===== config.mk =====
export PLATFORM = sky130hd
export DESIGN_NAME = pixel_frame_source
export DESIGN_NICKNAME = d
export VERILOG_FILES = /design/src/rtl/pixel_frame_source.sv
export SDC_FILE = /design/constraint.sdc
export NUM_CORES = 1
export LEC_CHECK = 0
export ABC_AREA = 0
export CAP_MARGIN = 25
export CORE_UTILIZATION = 45
export DETAILED_ROUTE_END_ITERATION = 8
export PLACE_DENSITY = 0.79
export SYNTH_ARGS = -nofsm -noshare
export SYNTH_HDL_FRONTEND = slang
export SYNTH_SLANG_ARGS = --single-unit
export TNS_END_PERCENT = 100

===== constraint.sdc =====
create_clock -name clk -period 6.6 [get_ports clk]
set_input_delay 0.99 -clock clk [delete_from_list [all_inputs] [get_ports clk]]
set_output_delay 0.99 -clock clk [all_outputs]
set_load 0.02 [all_outputs]

===== src/rtl/pixel_frame_source.sv =====
// rtl/pixel_frame_source.sv - raster-scan synthetic frame source with three colour markers
//
// Streams one frame per accepted request, one pixel per clock in raster order,
// followed by a fixed idle gap and a one-cycle frame_done pulse.
// Every frame is a flat background with three square markers whose centres are
// captured when the request is accepted.
//
// Ports
//   clk, rst             clock, asynchronous active-high reset
//   frame_req            pulse: start one frame (ignored while busy)
//   abort                terminate the current frame on the next edge
//   mx0..mx2, my0..my2   marker centres, captured on an accepted frame_req
//   pixel_r/g/b          signed 12-bit pixel colour
//   pixel_valid          pixel and coordinates valid this cycle
//   x, y                 coordinates of the current pixel
//   busy                 frame in progress (active or blanking)
//   frame_done           one-cycle pulse on the last blanking cycle
//   frame_cnt            completed frames, wraps at 16 bits
module pixel_frame_source #(
    parameter int IMG_WIDTH    = 640,
    parameter int IMG_HEIGHT   = 480,
    parameter int BLOB         = 4,
    parameter int BLANK_CYCLES = 16
) (
    input  logic                          clk,
    input  logic                          rst,
    input  logic                          frame_req,
    input  logic                          abort,
    input  logic [$clog2(IMG_WIDTH)-1:0]  mx0,
    input  logic [$clog2(IMG_WIDTH)-1:0]  mx1,
    input  logic [$clog2(IMG_WIDTH)-1:0]  mx2,
    input  logic [$clog2(IMG_HEIGHT)-1:0] my0,
    input  logic [$clog2(IMG_HEIGHT)-1:0] my1,
    input  logic [$clog2(IMG_HEIGHT)-1:0] my2,
    output logic signed [11:0]            pixel_r,
    output logic signed [11:0]            pixel_g,
    output logic signed [11:0]            pixel_b,
    output logic                          pixel_valid,
    output logic [$clog2(IMG_WIDTH)-1:0]  x,
    output logic [$clog2(IMG_HEIGHT)-1:0] y,
    output logic                          busy,
    output logic                          frame_done,
    output logic [15:0]                   frame_cnt
);

    localparam int XW = $clog2(IMG_WIDTH);
    localparam int YW = $clog2(IMG_HEIGHT);
    localparam int BW = $clog2(BLANK_CYCLES + 1);

    localparam logic [XW-1:0] X_LAST = XW'(IMG_WIDTH - 1);
    localparam logic [YW-1:0] Y_LAST = YW'(IMG_HEIGHT - 1);
    localparam logic [XW-1:0] X_ONE  = XW'(1);
    localparam logic [YW-1:0] Y_ONE  = YW'(1);
    localparam logic [BW-1:0] B_LAST = BW'(BLANK_CYCLES);
    localparam logic [BW-1:0] B_ONE  = BW'(1);

    // Blob bounds relative to the centre: [c - LO, c + HI]. Kept signed and one
    // bit wider than the coordinate so markers near an edge clip instead of wrap.
    localparam logic signed [XW:0] LO_X = (XW+1)'(BLOB / 2);
    localparam logic signed [XW:0] HI_X = (XW+1)'(BLOB / 2 - 1);
    localparam logic signed [YW:0] LO_Y = (YW+1)'(BLOB / 2);
    localparam logic signed [YW:0] HI_Y = (YW+1)'(BLOB / 2 - 1);

    localparam logic signed [11:0] K0_R = 12'sd50,  K0_G = 12'sd100, K0_B = 12'sd150;
    localparam logic signed [11:0] K1_R = 12'sd450, K1_G = 12'sd500, K1_B = 12'sd550;
    localparam logic signed [11:0] K2_R = 12'sd900, K2_G = 12'sd950, K2_B = 12'sd1000;
    localparam logic signed [11:0] BG   = 12'sd300;

    typedef enum logic [1:0] {IDLE, ACTIVE, BLANK} state_t;

    state_t         state;
    logic [XW-1:0]  lmx0, lmx1, lmx2;
    logic [YW-1:0]  lmy0, lmy1, lmy2;
    logic [BW-1:0]  blank_cnt;

    // Coordinates and marker set of the pixel that will be presented next cycle.
    logic [XW-1:0]  nx;
    logic [YW-1:0]  ny;
    logic [XW-1:0]  smx0, smx1, smx2;
    logic [YW-1:0]  smy0, smy1, smy2;
    logic           hit0, hit1, hit2;
    logic signed [11:0] col_r, col_g, col_b;

    function automatic logic in_span_x(input logic [XW-1:0] p, input logic [XW-1:0] c);
        logic signed [XW:0] ps;
        logic signed [XW:0] cs;
        ps = signed'({1'b0, p});
        cs = signed'({1'b0, c});
        return (ps >= cs - LO_X) && (ps <= cs + HI_X);
    endfunction

    function automatic logic in_span_y(input logic [YW-1:0] p, input logic [YW-1:0] c);
        logic signed [YW:0] ps;
        logic signed [YW:0] cs;
        ps = signed'({1'b0, p});
        cs = signed'({1'b0, c});
        return (ps >= cs - LO_Y) && (ps <= cs + HI_Y);
    endfunction

    always_comb begin
        nx   = '0;
        ny   = '0;
        smx0 = lmx0; smx1 = lmx1; smx2 = lmx2;
        smy0 = lmy0; smy1 = lmy1; smy2 = lmy2;
        if (state == IDLE) begin
            // First pixel of a new frame uses the positions being captured now.
            smx0 = mx0; smx1 = mx1; smx2 = mx2;
            smy0 = my0; smy1 = my1; smy2 = my2;
        end else if (x == X_LAST) begin
            ny = y + Y_ONE;
        end else begin
            nx = x + X_ONE;
            ny = y;
        end

        hit0 = in_span_x(nx, smx0) && in_span_y(ny, smy0);
        hit1 = in_span_x(nx, smx1) && in_span_y(ny, smy1);
        hit2 = in_span_x(nx, smx2) && in_span_y(ny, smy2);

        col_r = BG; col_g = BG; col_b = BG;
        if (hit0) begin
            col_r = K0_R; col_g = K0_G; col_b = K0_B;
        end else if (hit1) begin
            col_r = K1_R; col_g = K1_G; col_b = K1_B;
        end else if (hit2) begin
            col_r = K2_R; col_g = K2_G; col_b = K2_B;
        end
    end

    always_ff @(posedge clk or posedge rst) begin
        if (rst) begin
            state       <= IDLE;
            lmx0 <= '0; lmx1 <= '0; lmx2 <= '0;
            lmy0 <= '0; lmy1 <= '0; lmy2 <= '0;
            blank_cnt   <= '0;
            pixel_r     <= '0;
            pixel_g     <= '0;
            pixel_b     <= '0;
            pixel_valid <= 1'b0;
            x           <= '0;
            y           <= '0;
            busy        <= 1'b0;
            frame_done  <= 1'b0;
            frame_cnt   <= '0;
        end else begin
            frame_done <= 1'b0;
            case (state)
                IDLE: begin
                    if (frame_req && !abort) begin
                        lmx0 <= mx0; lmx1 <= mx1; lmx2 <= mx2;
                        lmy0 <= my0; lmy1 <= my1; lmy2 <= my2;
                        state       <= ACTIVE;
                        busy        <= 1'b1;
                        pixel_valid <= 1'b1;
                        x           <= '0;
                        y           <= '0;
                        pixel_r     <= col_r;
                        pixel_g     <= col_g;
                        pixel_b     <= col_b;
                    end
                end
                ACTIVE: begin
                    if (abort) begin
                        state       <= IDLE;
                        busy        <= 1'b0;
                        pixel_valid <= 1'b0;
                        x           <= '0;
                        y           <= '0;
                        pixel_r     <= '0;
                        pixel_g     <= '0;
                        pixel_b     <= '0;
                    end else if (x == X_LAST && y == Y_LAST) begin
                        state       <= BLANK;
                        blank_cnt   <= B_ONE;
                        pixel_valid <= 1'b0;
                        x           <= '0;
                        y           <= '0;
                        pixel_r     <= '0;
                        pixel_g     <= '0;
                        pixel_b     <= '0;
                        // A single blanking cycle is also the frame_done cycle.
                        if (BLANK_CYCLES == 1) begin
                            frame_done <= 1'b1;
                            frame_cnt  <= frame_cnt + 16'd1;
                        end
                    end else begin
                        x       <= nx;
                        y       <= ny;
                        pixel_r <= col_r;
                        pixel_g <= col_g;
                        pixel_b <= col_b;
                    end
                end
                BLANK: begin
                    if (abort || blank_cnt == B_LAST) begin
                        state <= IDLE;
                        busy  <= 1'b0;
                    end else begin
                        blank_cnt <= blank_cnt + B_ONE;
                        if (blank_cnt + B_ONE == B_LAST) begin
                            frame_done <= 1'b1;
                            frame_cnt  <= frame_cnt + 16'd1;
                        end
                    end
                end
                default: state <= IDLE;
            endcase
        end
    end

endmodule

After elaboration in Yosys (flattened, before gate mapping)
Cells that the tools add are included.
{ "totals": {"register_bits": 138, "input_bits": 61, "out_inout_bits": 74, "wordCells": 141} }
{ "classes": {"add_sub_neg": 16, "magnitude_cmp": 12, "n_eq_ne": 13, "n_mux": 58, "bitwise": 1, "n_reduce_logical": 24} }
{ "ops": {"columns": ["op", "n"], "rows": [
  ["two-way mux 10 bit", 17],
  ["two-way mux 12 bit", 9],
  ["two-way mux 9 bit", 8],
  ["case mux 12 bit (2 select lines)", 3],
  ["adder 10 x 1 -> 11 bit, second input constant", 3],
  [">= comparator 11 bit", 3],
  ["<= comparator 11 bit", 3],
  ["subtractor 10 x 2 -> 11 bit, second input constant", 3],
  ["adder 9 x 1 -> 10 bit, second input constant", 3],
  [">= comparator 10 bit", 3],
  ["<= comparator 10 bit", 3],
  ["subtractor 9 x 2 -> 10 bit, second input constant", 3],
  ["case mux 10 bit (2 select lines)", 1],
  ["case mux 9 bit (2 select lines)", 1],
  ["adder 16 x 1 -> 16 bit, second input constant", 1],
  ["two-way mux 5 bit", 3],
  ["logical AND 1 bit", 11],
  ["adder 10 x 1 -> 10 bit, second input constant", 1],
  ["== test 10 bit, second input constant", 1],
  ["== test 5 bit, second input constant", 2],
  ["!= test 2 bit, second input constant", 5],
  ["case mux 5 bit (2 select lines)", 1],
  ["adder 9 x 1 -> 9 bit, second input constant", 1],
  ["== test 9 bit, second input constant", 1],
  ["19 further kinds", 34]
]} }

Depth between registers and ports, before layout
Gate-level depths: netlist of the first run.
{ "depth": {"word_depth": 12, "ltp_mapped": 28, "mapped_depth_nobuf": 20} }

Least setup slack after synthesis of the first run
No wires, ideal clock.
{ "synth_timing": {"kind": "register to register", "startpoint": "register state[0]", "endpoint": "register pixel_r[5]", "t_arrival_ns": 5.197, "required_ns": 6.474, "setup_slack_ns": 1.277, "stages_incl_launch_ff": 28, "n_path_buf": 9, "synth_period_minus_slack_ns": 5.323, "cell_sequence": "dfrtp_1 inv_1 ha_1 buf_2 buf_6 buf_6 buf_4 buf_4 buf_4 buf_4 buf_2 buf_1 mux2i_1 inv_1 ha_1 inv_1 a221oi_1 nand2_1 xnor2_1 ha_1 a21o_1 a21o_1 a211oi_1 o311ai_0 a311o_1 a311oi_2 nor2_1 a221o_1"} }
{ "synth_between": {"elab_chain_cells": 12, "elab_cells_between_ends": 53} }
{ "synth_lines": {"columns": ["element", "line_no", "rtl"], "rows": [
  ["start, declared", "71", "state_t state;"],
  ["start signal, assigned", "132", "state <= IDLE;"],
  ["start signal, assigned", "152", "state <= ACTIVE;"],
  ["start signal, assigned", "164", "state <= IDLE;"],
  ["logical NOT 2 bit", "105, 147", null],
  ["two-way mux 10 bit or two-way mux 9 bit (tied branches)", "105", "if (state == IDLE) begin"],
  ["subtractor 10 x 2 -> 11 bit, or another cell as far along", "89", "return (ps >= cs - LO_X) && (ps <= cs + HI_X);"],
  [">= comparator 11 bit, or another cell as far along", "89", null],
  ["logical AND 1 bit (on tied branches)", "89, 97", null],
  ["logical AND 1 bit", "118", "hit2 = in_span_x(nx, smx2) && in_span_y(ny, smy2);"],
  ["two-way mux 10 bit", "125", "end else if (hit2) begin"],
  ["two-way mux 10 bit", "123", "end else if (hit1) begin"],
  ["two-way mux 10 bit", "121", "if (hit0) begin"],
  ["two-way mux 12 bit", "172", "end else if (x == X_LAST && y == Y_LAST) begin"],
  ["two-way mux 12 bit", "163", "if (abort) begin"],
  ["case mux 12 bit (2 select lines)", "147", "case (state)"],
  ["end signal, assigned", "157", "pixel_r <= col_r;"],
  ["end signal, assigned", "189", "pixel_r <= col_r;"],
  ["end, declared", "35", "output logic signed [11:0] pixel_r,"]
]} }
Parallel ways exist; a longest one is shown, timed or not. The select of a mux whose other input is x is not followed.
A chain may end at the register's enable or synchronous reset.

Worst setup path in the final report of the first run
{ "layout_timing": {"startpoint": "register state[0]", "endpoint": "register pixel_b[2]"} }
{ "layout_between": {"elab_chain_cells": 12, "elab_cells_between_ends": 53} }
{ "layout_lines": {"columns": ["element", "line_no", "rtl"], "rows": [
  ["logical NOT 2 bit", "105, 147", null],
  ["two-way mux 10 bit or two-way mux 9 bit (tied branches)", "105", null],
  ["subtractor 10 x 2 -> 11 bit, or another cell as far along", "89", null],
  [">= comparator 11 bit, or another cell as far along", "89", null],
  ["logical AND 1 bit (on tied branches)", "89, 97", null],
  ["logical AND 1 bit", "118", null],
  ["two-way mux 10 bit", "125", null],
  ["two-way mux 10 bit", "123", null],
  ["two-way mux 10 bit", "121", null],
  ["two-way mux 12 bit", "172", null],
  ["two-way mux 12 bit", "163", null],
  ["case mux 12 bit (2 select lines)", "147", null],
  ["end signal, assigned", "159", "pixel_b <= col_b;"],
  ["end signal, assigned", "191", "pixel_b <= col_b;"],
  ["end, declared", "37", "output logic signed [11:0] pixel_b,"]
]} }
Parallel ways exist; a longest one is shown, timed or not. The select of a mux whose other input is x is not followed.

==> results.py, run 1 <==
metrics = {
    "outcome": {
        "run_status": "finished clean",
    },
    "worst_setup_path": {
        "r2r-start": "state[0]$_DFFE_PP0P_",
        "worstPathMaxFanout": 56,
        "crit_arrival_ps": 5380,
        "r2r-end": "pixel_b[2]$_DFFE_PP0P_",
        "critPathRequiredTime_ps": 6900,
        "critPathLaunchType": "flop",
        "rr_worst_depth": 19,
        "path_class": "reg -> reg",
        "end_kind": "flop",
        "rrSetupSlack_ps": 1520,
    },
    "detailed_routing": {
        "totalWireLength_um": 28100,
        "viasPerCell": 5.82,
        "drc": 0,
        "drt.antenna.violating_nets": 0,
        "firstDrtPassIters": 5,
        "num_vias": 9352,
        "drt-wirelength-per-cell_um": 17.5,
        "drtIter0Drc": 641,
    },
    "cts": {
        "numCtsBuffers": 17,
        "postCtsSetupBuffers": 0,
        "clock-sinks": 114,
        "cts_resized": 0,
        "clk_latency_ps": 420,
        "clk_pin_slew_ps": 60,
        "cts_root_buf": "clkbuf_16",
        "cts.path.max_buffers": 2,
        "cts_tree": "yes",
        "ctsHoldBuffers": 0,
        "cts_htree_levels": 4,
    },
    "yosys": {
        "synth-xor-area-share": 0.102,
        "synth-simple-area-share": 0.170,
        "synth_top_cell_by_area": "dfrtp_1",
        "async_flop_share": 1.00,
        "ys_ff_latch": 114,
        "ys.flop_type": "dfrtp_1",
        "ys_seq_area_frac": 0.264,
        "synthesis.area_um2": 10800,
        "avgSynthCellArea_um2": 9.14,
        "postSynthCellCount": 1181,
        "synth_edf_count": 0,
        "synth_mux_area_frac": 0.107,
        "synth_compound_gate_area_share": 0.150,
        "ys_warn_count": 0,
        "synth_top_area_frac": 0.264,
        "yosys.area_share.adder": 0.154,
        "synth_top_family_by_area": "simple AND/OR/NAND/NOR gates",
        "yosys-top-cells-area": "dfrtp_1, ha_1, mux2_2, xnor2_1, xor2_1",
        "yosysUniqueCellTypes": 78,
    },
    "grt": {
        "antenna_found_initial": 0,
        "grt_start_max_net_pins": 76,
        "grt_pass1_wl_um": 45300,
        "grt_overflow": 0,
        "track_usage": 0.234,
        "grt_pass1_vias": 9059,
    },
    "floorplan": {
        "rows": 56,
        "die_w_um": 157,
        "die_area_um2": 24600,
        "start_util": 0.460,
        "die_h_um": 157,
        "core_area_um2": 23500,
        "ios": 135,
    },
    "sta": {
        "timing.final.crit_period_ps": 5080,
        "max-slew-margin-rel": 0.410,
        "rsz0062_at_grt": "false",
        "hold_violations": 0,
        "fin_setup_tns_ps": 0,
        "worst_slew_pin_slew_ps": 882,
        "setup_violations": 0,
        "slew_violations": 0,
        "fmax_ghz": 0.197,
        "finClkSkew_ps": 9.65,
        "post-route-period-util": 0.769,
    },
    "hold_path": {
        "hold_path_end": "frame_cnt[15]$_DFFE_PP0P_",
        "whs_path_depth": 1,
        "holdCritPathClass": "reg -> reg",
        "hp-start": "frame_cnt[15]$_DFFE_PP0P_",
    },
    "placement": {
        "place_congestion": 0.940,
        "placedCellCount": 1574,
        "hpwl_um": 20700,
        "port_buffers": 125,
    },
    "power": {
        "peakVddDrop_mv": 0.203,
        "p_leak_uw": 0.00571,
        "power_density_nw_per_um2": 375,
    },
    "layout": {
        "diodes": 0,
        "area_growth_pct": 18.6,
        "final_common_cell": "ha_1",
        "fin_cells": 1607,
        "final_cell_mix": "ha_1, clkdlybuf4s50_1, dfrtp_1",
        "layout-drive-gt1-share": 0.104,
        "layout.nets": 1470,
    },
    "flow_run": {
        "drv_cap": 0,
    },
}
area by class of cell:
class	instances	area, um2
clock buffers	17	425
well taps	319	399
repair buffers	135	1360
flip-flops and latches	114	2850
inverters	42	160
multi-input cells	966	7420
fillers	2100	10700
clock inverters	14	181
synthesized netlist by cell type, drive strengths merged (10+ instances only):
master  count
o21ai      54
nand3      50
buf        53
a22o       19
xor2       53
xnor2      70
a21o       17
mux2       65
ha        133
nand2      89
and3       17
nand4      24
nor2       62
nand3b     10
clkbuf     14
o31ai      10
nor3       20
inv        42
nor2b      26
nor3b      11
o211ai     13
mux2i      41
dfrtp     114
a21oi      59
per-layer routing:
metal	routed length, um	part of all wire	GRT usage
met5	0	0	0
met4	602	0.021	0.0766
met3	1450	0.051	0.0396
met2	13900	0.49	0.408
met1	12200	0.43	0.291
cells by family (layout without fill, tap and decap cells):
logic type	count (synthesis)	after routing
AOI/OAI and AO/OA	239	239
xor gates and xnor gates	124	124
adders and majority gates	133	133
buffers and inverters	109	208
DFF	114	114
muxes	106	106
other	1	9
and+or+nand+nor	355	355
power by group:
group | internal, uW | total [uW] | switching [uW]
clock | 596 | 959 | 363
combinational | 1190 | 2720 | 1520
sequential | 913 | 1130 | 215
total | 2700 | 4810 | 2100
state kept, by name, indices dropped and copies added (netlist names), 2 cells and up:
signal / cells
pixel_r: 8
lmx0: 10
lmx2: 10
lmy0: 9
x: 10
lmy1: 9
y: 9
pixel_b: 2
lmx1: 10
frame_cnt: 16
pixel_g: 2
blank_cnt: 5
state: 2
lmy2: 9
stage by stage:
stage | instance area [um2] | power (uW) | worst slack (ps) | utilization | hold WS, ps
after floorplan | 10800 | 3170 | 1280 | - | 471
after global placement | 12200 | 3700 | 1720 | 0.518 | 460
after detailed placement | 12200 | 3800 | 1540 | 0.518 | 468
after CTS | 12800 | 4800 | 1580 | 0.544 | 480
after global routing | 12800 | 5180 | 1130 | 0.545 | 493
final | 12800 | 4810 | 1520 | 0.545 | 470
worst max-delay path: stages (launching register included):
cell and delay [ps]:
dfrtp_1 410, inv_1 140, ha_4 620, buf_4 370
mux2i_1 140, inv_1 120, ha_1 200, inv_1 80
a221oi_1 550, nand2_1 140, xnor2_1 160, ha_1 300
a21oi_1 160, nor2b_1 80, a311oi_1 330, o211ai_1 150
a211oi_1 220, o2111a_1 310, nand2b_1 110, a221o_1 320
how the worst max path moves through the flow:
| stage | from | endpoint | cells after the start |
|---|---|---|---|
| 2_1_floorplan | state[0]$_DFFE_PP0P_ | pixel_r[5]$_DFFE_PP0P_ | 27 |
| 3_3_place_gp | mx1[1] | pixel_r[5]$_DFFE_PP0P_ | 17 |
| 3_5_place_dp | mx1[1] | pixel_r[5]$_DFFE_PP0P_ | 17 |
| 4_1_cts | state[0]$_DFFE_PP0P_ | pixel_b[2]$_DFFE_PP0P_ | 19 |
| 5_1_grt | state[0]$_DFFE_PP0P_ | pixel_b[2]$_DFFE_PP0P_ | 19 |
| 6_report | state[0]$_DFFE_PP0P_ | pixel_b[2]$_DFFE_PP0P_ | 19 |
Power figures use the tool's default switching activity.
==> run 2: changes to the inputs <==
Clock period 6.6 ns to 4.9 ns, I/O delays scaled along.
==> results.py, run 2 (synthesis gave the netlist of run 1 again) <==
metrics = {
    "cts": {
        "numCtsBuffers": 17,
        "clk_latency_ps": 420,
        "ctsHoldBuffers": 0,
        "cts_tree": "yes",
        "cts_htree_levels": 4,
        "cts_root_buf": "clkbuf_16",
        "clock-sinks": 114,
        "cts.path.max_buffers": 2,
        "clk_pin_slew_ps": 60,
    },
    "sta": {
        "finClkSkew_ps": 8.41,
        "rsz0062_at_grt": "false",
        "setup_violations": 0,
        "worst_slew_pin_slew_ps": 845,
        "timing.final.crit_period_ps": 4620,
        "post-route-period-util": 0.943,
        "slew_violations": 0,
        "fin_setup_tns_ps": 0,
        "hold_violations": 0,
        "max-slew-margin-rel": 0.435,
        "fmax_ghz": 0.216,
        "holdWs_ps": 472,
    },
    "floorplan": {
        "die_area_um2": 24600,
        "ios": 135,
        "start_util": 0.460,
        "die_h_um": 157,
        "rows": 56,
        "core_area_um2": 23500,
        "die_w_um": 157,
    },
    "layout": {
        "largest_reg_flops": 16,
        "final_common_cell": "ha_1",
        "area_growth_pct": 20.8,
        "regMostFlops": "frame_cnt",
        "layout.nets": 1491,
        "final_cell_mix": "ha_1, clkdlybuf4s50_1, dfrtp_1",
        "diodes": 0,
        "layout-drive-gt1-share": 0.120,
        "fin_cells": 1628,
        "nFillCells": 2036,
        "utilization": 0.555,
    },
    "worst_setup_path": {
        "critPathLaunchType": "flop",
        "path_cells": "inv_1 > ha_4 > buf_4 > mux2i_1 > inv_1 > ha_1 > nor2b_1 > a21boi_0 > nor2b_1 > nand2_1 > xor2_1 > nand2_1 > o21ai_0 > ha_1 > nand4_1 > a21oi_1 > o31a_1 > o22ai_1 > o2111a_1 > nor2_1 > a221o_1",
        "cpMaxStageDelayCell": "dfrtp_1",
        "crit_arrival_ps": 4910,
        "worstPathMaxFanout": 15,
        "path_class": "reg -> reg",
        "end_kind": "flop",
        "crit_family": "compound AO/OA/AOI/OAI gates",
        "critPathRequiredTime_ps": 5190,
        "slowest_delay_ps": 410,
        "worst-path-buf-inv": 3,
    },
    "power": {
        "power_density_nw_per_um2": 519,
        "total_power_uw": 6770,
        "peakVddDrop_mv": 0.301,
        "p_leak_uw": 0.00586,
    },
    "detailed_routing": {
        "drt-wirelength-per-cell_um": 17.4,
        "totalWireLength_um": 28300,
        "viasPerCell": 5.84,
        "drtIter0Drc": 583,
        "drc": 0,
        "num_vias": 9514,
        "drt.antenna.violating_nets": 0,
        "firstDrtPassIters": 6,
    },
    "grt": {
        "antenna_found_initial": 0,
        "grt_overflow": 0,
        "grt_pass1_wl_um": 45900,
        "track_usage": 0.236,
        "grt_start_max_net_pins": 66,
        "grt_pass1_vias": 9204,
    },
    "placement": {
        "port_buffers": 125,
        "hpwl_um": 21300,
        "place_congestion": 0.931,
        "placedCellCount": 1593,
    },
    "flow_run": {
        "drv_cap": 0,
    },
    "hold_path": {
        "holdCritPathClass": "reg -> reg",
    },
    "outcome": {
        "run_status": "finished clean",
    },
}
-- run 2: power breakdown --
group          switching [uW]  internal, uW  leakage, uW
sequential                289          1230      0.00143
combinational            2100          1660      0.00410
clock                     479          1020     0.000333
-- run 2: final cells by class --
class | instances | area (um2) | share of cell area
clock buffers | 18 | 439 | 0.0337
clock inverters | 13 | 256 | 0.0197
inverters | 42 | 160 | 0.0123
multi-input cells | 966 | 7430 | 0.570
flip-flops and latches | 114 | 2850 | 0.219
well taps | 319 | 399 | 0.0306
repair buffers | 156 | 1500 | 0.115
-- run 2: timing repair --
action,4_1_cts,5_1_grt
setup buffers,0,4
setup endpoints to repair,0,2
gates resized for setup,0,1
-- run 2: final timing paths --
kind / cells after the start / slack [ps] / end / from
worst max-delay path: 21 / 280 / pixel_r[5]$_DFFE_PP0P_ / state[1]$_DFFE_PP0P_
worst min-delay path: 1 / 470 / frame_cnt[15]$_DFFE_PP0P_ / frame_cnt[15]$_DFFE_PP0P_
worst max register to register: 21 / 280 / pixel_r[5]$_DFFE_PP0P_ / state[1]$_DFFE_PP0P_
worst min register to register: 1 / 470 / frame_cnt[15]$_DFFE_PP0P_ / frame_cnt[15]$_DFFE_PP0P_
max in group asynchronous: 3 / 3190 / y[8]$_DFFE_PP0P_ / rst
min in group asynchronous: 2 / 830 / frame_cnt[7]$_DFFE_PP0P_ / rst
-- run 2: routing by layer --
layer	wire, um	global-route usage	vias to the layer above	part of all wire
met2	13900	0.408	329	0.49
met1	12000	0.294	4592	0.42
met4	800	0.0878	0	0.028
met5	0	0	-	0
li1	-	-	4526	-
met3	1650	0.0393	67	0.058
-- run 2: per-stage QoR --
step	setup WS, ps	cell area (um2)
global route	10.1	13000
detailed placement	178	12300
finish	280	13000
CTS	290	13000
floorplan	2.85	10900
global placement	293	12300
==> patch: new RTL, settings of run 1 <==
Encoding of `state_t`: now one-hot (3 bits for 3 states).
--- a/src/rtl/pixel_frame_source.sv
+++ b/src/rtl/pixel_frame_source.sv
@@ -66,7 +66,7 @@
     localparam logic signed [11:0] K2_R = 12'sd900, K2_G = 12'sd950, K2_B = 12'sd1000;
     localparam logic signed [11:0] BG   = 12'sd300;
 
-    typedef enum logic [1:0] {IDLE, ACTIVE, BLANK} state_t;
+    typedef enum logic [2:0] {IDLE = 3'b001, ACTIVE = 3'b010, BLANK = 3'b100} state_t;
 
     state_t         state;
     logic [XW-1:0]  lmx0, lmx1, lmx2;
Check against the original RTL: same outputs for any inputs over 4 cycles, from zero or initial values and one cycle with rst high; so few cycles prove little.
==> patch against run 1 <==
- synthesized area rose by 2.3%
- die area rose by 2.2%
- wire length rose by 1.3%
- cell area rose by 1.2%
- global-route usage rose by 0.062 points
- setup slack improved by 67 ps
- largest cell class unchanged
- critical path type unchanged
- sequential cell count rose by 1
- hold slack improved by 8.9 ps
Power is not compared: it rests on default switching activity, and its combinational part moved more than twofold at a synthesized area within 25%.
==> patch: results <==
export IMPL_yosysSeqAreaShare_pct=26.09
export IMPL_layout_cells_non_filler=1645
export IMPL_dp_cells=1612
export IMPL_cpPeakStageDelay_ps=600
export IMPL_met2_length_um=12950
export IMPL_crit_family="simple AND/OR/NAND/NOR gates"
export IMPL_reg2reg_depth=17
export IMPL_grtUsageTotal_pct=23.45
export IMPL_relSlewSlack_pct=38.39
export IMPL_ys_types=75
export IMPL_synth_xor_area_share_pct=10.40
export IMPL_status="finished, final reports clean"
export IMPL_grt_pass1_vias=9385
export IMPL_dpl_cell_area_mm2=0.01236
export IMPL_synth_top_area_share_pct=25.85
export IMPL_drt_iter0_drc=602
export IMPL_drive_above_1_share_pct=9.502
export IMPL_synth_adder_area_share_pct=15.64
export IMPL_grt_pass1_wl_um=46620
export IMPL_synth_mux_area_share_pct=11.51
export IMPL_gr_usage_met3_pct=4.627
export IMPL_syn_avg_cell_area_um2=8.973
export IMPL_crit_fanout=72
export IMPL_fill_cells=2079
export IMPL_hpwl_um=21440
export IMPL_place_congestion=0.9147
export IMPL_grt_max_degree=75
export IMPL_fmax_mhz=199.7
export IMPL_synth_compound_area_share_pct=12.86
export IMPL_skew_ps=10.54
export IMPL_drt_met1_wl_um=12660
export IMPL_vias_per_cell=5.868
export IMPL_crit_slowest_cell="nor4b_1"
export IMPL_final_nets=1512
export IMPL_wl_per_cell_um=17.32
export IMPL_yosys_top_cells_area="dfrtp_1 26%, ha_1 16%, mux2_2 6.4%, xor2_1 5.2%, xnor2_1 5.2%"
export IMPL_holdWs_ps=479.4
export IMPL_yosys_top_cells_count="138 x ha_1, 114 x dfrtp_1, 110 x nand2_1, 74 x nor2_1, 66 x xor2_1"
export IMPL_use_met1_pct=30.90
patch: changes by cell type after synthesis, sizes merged, moves of 8 or more:
cell    delta
clkbuf    +14
nand2     +21
o21a      +11
nor3      +30
nor2b     -13
mux2i     +15
nor3b      -8
nor2      +15
xor2      +13
a21oi     -17
patch: final timing paths:
kind	start	to
max	state[0]	pixel_b[7]
min	frame_cnt[15]	frame_cnt[15]
max reg2reg	state[0]	pixel_b[7]
min reg2reg	frame_cnt[15]	frame_cnt[15]
max in group asynchronous	rst	pixel_r[3]
min in group asynchronous	rst	frame_done
patch: layout make-up:
class | count | area (um^2) | share of cell area, %
Clock inverter | 15 | 137.6 | 1.063
Sequential cell | 115 | 2879 | 22.23
Inverter | 37 | 141.4 | 1.092
Multi-Input combinational cell | 1007 | 7604 | 58.70
Clock buffer | 17 | 425.4 | 3.284
Timing Repair Buffer | 135 | 1366 | 10.55
Tap cell | 319 | 399.1 | 3.082
